<file path="config.mk">
export PLATFORM = sky130hd
export DESIGN_NAME = fetch_decode_queue
export DESIGN_NICKNAME = d
export VERILOG_FILES = /design/src/rtl/fetch_decode_queue.sv
export SDC_FILE = /design/constraint.sdc
export NUM_CORES = 1
export LEC_CHECK = 0
export ABC_AREA = 1
export CORE_MARGIN = 10
export CORE_UTILIZATION = 45
export DETAILED_ROUTE_END_ITERATION = 6
export MAX_ROUTING_LAYER = met4
export PLACE_DENSITY = 0.79
export SYNTH_ARGS = -nofsm -noshare
export SYNTH_HDL_FRONTEND = slang
export SYNTH_SLANG_ARGS = --single-unit
</file>
<file path="constraint.sdc">
create_clock -name clk -period 5 [get_ports clk]
set_input_delay 0.75 -clock clk [delete_from_list [all_inputs] [get_ports clk]]
set_output_delay 0.75 -clock clk [all_outputs]
set_load 0.05 [all_outputs]
</file>
<file path="src/rtl/fetch_decode_queue.sv">
// Fetch-to-decode instruction queue: DEPTH-entry FIFO of {pc, inst} with flush.
// Optional macro FETCH_QUEUE_NOP_BUBBLE_EN presents a NOP on out_inst while the queue is empty.
module fetch_decode_queue #(
    parameter int DEPTH = 2
) (
    input  logic                       clk,
    input  logic                       reset_n,
    input  logic                       in_valid,
    output logic                       in_ready,
    input  logic [31:0]                in_pc,
    input  logic [31:0]                in_inst,
    input  logic                       flush,
    output logic                       out_valid,
    input  logic                       out_ready,
    output logic [31:0]                out_pc,
    output logic [31:0]                out_inst,
    output logic [$clog2(DEPTH):0]     count
);

    localparam int PTR_W = $clog2(DEPTH);
    localparam int CNT_W = PTR_W + 1;
    localparam logic [31:0] NOP_INST = 32'h0000_0013;

    logic [PTR_W-1:0] wr_ptr;
    logic [PTR_W-1:0] rd_ptr;
    logic [CNT_W-1:0] count_q;
    logic             push;
    logic             pop;

    logic [31:0] pc_mem   [DEPTH];
    logic [31:0] inst_mem [DEPTH];

    // Ready and valid come only from the occupancy register: no pass-through, no bypass.
    assign in_ready  = (count_q != CNT_W'(DEPTH));
    assign out_valid = (count_q != '0);
    assign count     = count_q;

    assign push = in_valid & in_ready & ~flush;
    assign pop  = out_valid & out_ready & ~flush;

    always_ff @(posedge clk or negedge reset_n) begin
        if (!reset_n) begin
            wr_ptr  <= '0;
            rd_ptr  <= '0;
            count_q <= '0;
        end else if (flush) begin
            wr_ptr  <= '0;
            rd_ptr  <= '0;
            count_q <= '0;
        end else begin
            if (push) wr_ptr <= wr_ptr + 1'b1;
            if (pop)  rd_ptr <= rd_ptr + 1'b1;
            case ({push, pop})
                2'b10:   count_q <= count_q + 1'b1;
                2'b01:   count_q <= count_q - 1'b1;
                default: count_q <= count_q;
            endcase
        end
    end

    // Storage is never reset or cleared; pointers alone define what is live.
    always_ff @(posedge clk) begin
        if (push) begin
            pc_mem[wr_ptr]   <= in_pc;
            inst_mem[wr_ptr] <= in_inst;
        end
    end

    always_comb begin
        out_pc   = '0;
        out_inst = '0;
        if (out_valid) begin
            out_pc   = pc_mem[rd_ptr];
            out_inst = inst_mem[rd_ptr];
        end else begin
`ifdef FETCH_QUEUE_NOP_BUBBLE_EN
            // Bubble as addi x0,x0,0, but keep zero while reset is held.
            if (reset_n) out_inst = NOP_INST;
`else
            out_inst = '0;
`endif
        end
    end

endmodule

</file>
==> out/qor.csv <==
stage;metric;value;unit
status;status;finished clean;
worst_setup_path;reg2reg setup slack;2.75;ns
worst_setup_path;family with the most delay on the worst path;buffers and inverters;
power_and_ir_drop;Reg power frac;30.5;%
finish;synthesis-to-finish area growth;40.4;%
clock_tree;Resized Gates After CTS;0;
timing;Fin Setup TNS;0;ns
timing;final worst setup slack;1.24;ns
worst_setup_path;CP required;4.25;ns
route;DRC Markers;0;
finish;Nets;584;
die;Core ar.;0.0109;sq mm
clock_tree;# hold bufs at CTS;0;
finish;sequential cell area;0.00395;sq mm
route;drt initial violations;223;
finish;layout cells sized above 1;8.52;%
worst_setup_path;CP arrival;3.01;ns
timing;Worst Tran Pin Value;1.13;ns
power_and_ir_drop;Lkg Pwr;2.48;nW
worst_setup_path;crit-path cells;nor2_4, buf_4, a21oi_1, clkdlybuf4s50_1;
timing;# setup viols final;0;
yosys;Seq/Total Area, Yosys;78.3;%
timing;final period utilization;75.2;%
clock_tree;TritonCTS clock tree;built;
die;Die X;126;um
clock_tree;post-CTS setup buffer count;0;
timing;max frequency;0.266;GHz
worst_setup_path;CP Launch Type;flop;
timing;Rel. slew slack;24.7;%
clock_tree;TritonCTS Buffers;17;
worst_setup_path;slowest cell delay on critical path;0.79;ns
grt;first-pass GRT wire length;17700;um
worst_setup_path;Setup crit end kind;output pin;
worst_setup_path;kind of critical path;flop to output pin;
power_and_ir_drop;share of total power in the clock network;26.2;%
route;Routed WL per cell;17.3;um
power_and_ir_drop;Worst VDD drop;0.434;mV
yosys;mean post-synth cell area;13.4;sq um
yosys;Syn. warnings;0;
grt;vias in the first global route;3472;
yosys;Gate Count Post-Synth;377;
timing;Tmin final;3.76;ns
clock_tree;H-Tree Depth;4;
die;die footprint;0.0158;sq mm
placement;Routability Congestion;0.778;
min_path;Min-Delay Path Class;input port to asynchronous set/reset pin;
placement;pre-CTS setup slack;1.71;ns
timing;fin. max-slew vios;0;
yosys;Area contributors post-synth;edfxtp_1 (76%), nand2_1 (10%), a21oi_1 (6.4%);
clock_tree;Clock Path Buffers;2;
yosys;synthesized cell area;0.00504;sq mm
power_and_ir_drop;power per cell area;633;mW/mm^2
clock_tree;clock tree sinks;132;
worst_setup_path;CP Buf/Inv Count;2;
grt;gr ovfl total;0;
grt;GRT Total Usage;14.4;%
die;Initial Util;46.3;%
route;Routed WL;11600;um
route;routed vias/inst;4.95;
die;Row Count;38;
power_and_ir_drop;switching share of total power;41.8;%
finish;multi-input logic area;967;sq um
job;Max Cap Viol;0;
timing;Clock Skew;0.00621;ns
route;DR vias;3314;
power_and_ir_drop;P_sw;1.87;mW
grt;largest net degree at the start of global routing;66;
placement;# port buffers;136;
die;Ports;137;
clock_tree;clock-pin transition on the worst setup and hold timing paths;0.06;ns
timing;RSZ-0062 raised after global routing;no;
timing;final-report hold violation count;0;
clock_tree;Clock Tree Root;clkbuf_8;
grt;antenna violations before repair;1;
power_and_ir_drop;P_int;2.61;mW
route;DRT Pass-1 Iters;4;
clock_tree;clock latency on the worst-skew pair;0.49;ns
worst_setup_path;crit-path max FO;43;
yosys;cell taking the most area after synthesis;edfxtp_1;
worst_setup_path;Slowest cell on crit path;nor2_4;
yosys;Synth Net Count;446;
power_and_ir_drop;logic gate share of total power;43.3;%
finish;filler instances;794;
route;Post-DRT Antenna Nets;0;
yosys;post-synthesis cell type count;20;
yosys;Synth Register Bits;132;
placement;hpwl dp;7320;um
yosys;Yosys top cell area share;76.3;%
die;die outline height;126;um
-- placed cells by master, fill, tap and decap left out, types with 2 or more instances in the layout --
cell,Yosys,routed
a21oi_1,64,64
buf_4,5,4
bufinv_16,0,2
clkbuf_16,0,16
clkdlybuf4s50_1,0,136
clkinvlp_4,0,6
dfrtp_1,4,3
edfxtp_1,128,128
inv_1,6,5
inv_2,1,2
inv_6,0,4
nand2_1,134,134
nand3_1,4,4
nor2_1,4,2
nor2_4,2,5
o21ai_0,3,3
-- sequential cells by signal, indices dropped and copies added, names as in the netlist --
register	count
rd_ptr	1
wr_ptr	1
count	2
pc_mem	64
inst_mem	64
-- layer usage --
| metal | vias to the layer above | GRT usage (%) | routed length [um] | part of all wire, % |
|---|---|---|---|---|
| met5 | - | - | 0 | 0 |
| met4 | 0 | 3.22 | 25 | 0.22 |
| met3 | 2 | 4.99 | 727 | 6.3 |
| met2 | 114 | 23.4 | 5840 | 50 |
| met1 | 1594 | 17.1 | 4980 | 43 |
| li1 | 1604 | - | - | - |
-- final timing paths --
| kind | start | end | cells past startpoint |
|---|---|---|---|
| worst max-delay path | count[0] | out_pc[15] | 4 |
| max in group asynchronous | reset_n | rd_ptr | 1 |
| worst min-delay path | reset_n | count[1] | 1 |
| min in group clk | wr_ptr | wr_ptr | 1 |
| worst min register to register | wr_ptr | wr_ptr | 1 |
| worst max register to register | count[0] | count[0] | 7 |
-- synthesized netlist by cell type --
| master | number |
|---|---|
| xnor2_1 | 1 |
| inv_1 | 6 |
| nand3_1 | 4 |
| nand3_2 | 1 |
| edfxtp_1 | 128 |
| nand2_4 | 1 |
| dfrtp_1 | 4 |
| buf_2 | 14 |
| o21ai_0 | 3 |
| a21oi_1 | 64 |
| buf_6 | 1 |
| nand2_2 | 1 |
| xor2_1 | 1 |
| buf_4 | 5 |
| nor2_2 | 1 |
| clkbuf_1 | 1 |
| nor2_1 | 4 |
| nand2_1 | 134 |
| inv_2 | 1 |
| nor2_4 | 2 |
-- through the flow --
step	instance area, sq um	power, mW	util [%]	hold slack [ns]	std cells
final	7080	4.48	65.0	0.467	669
after global routing	7080	4.66	65.0	0.452	669
after CTS	7080	4.53	65.0	0.444	668
after detailed placement	6500	3.35	59.7	0.581	636
after global placement	6500	3.32	59.7	0.555	636
after floorplan	5040	2.71	-	0.454	377
-- area by class of cell --
cell class,instances,area share (%)
multi-input cells,217,13.7
well taps,140,2.47
diodes,1,0.0354
clock buffers,18,5.90
flip-flops and latches,132,55.7
clock inverters,14,2.16
repair buffers,140,19.7
inverters,7,0.371
-- power by group through the flow --
stage	clock network [mW]	logic [mW]	registers, mW
after CTS	1.20	1.97	1.37
after detailed placement	0	1.96	1.39
after floorplan	0	1.30	1.41
final	1.17	1.94	1.36
after global placement	0	1.94	1.38
after global routing	1.25	2.04	1.37
-- kinds of logic (layout without fill, tap and decap cells) --
| group | Yosys count | after routing | share of synthesized area, % |
|---|---|---|---|
| AOI/OAI and AO/OA | 67 | 67 | 6.65 |
| buffers and inverters | 28 | 179 | 2.95 |
| DFF | 132 | 132 | 78.3 |
| and+or+nand+nor | 148 | 148 | 11.8 |
| other | 0 | 1 | 0 |
| xor gates and xnor gates | 2 | 2 | 0.348 |
No activity file was read; power rests on OpenSTA's default activity.
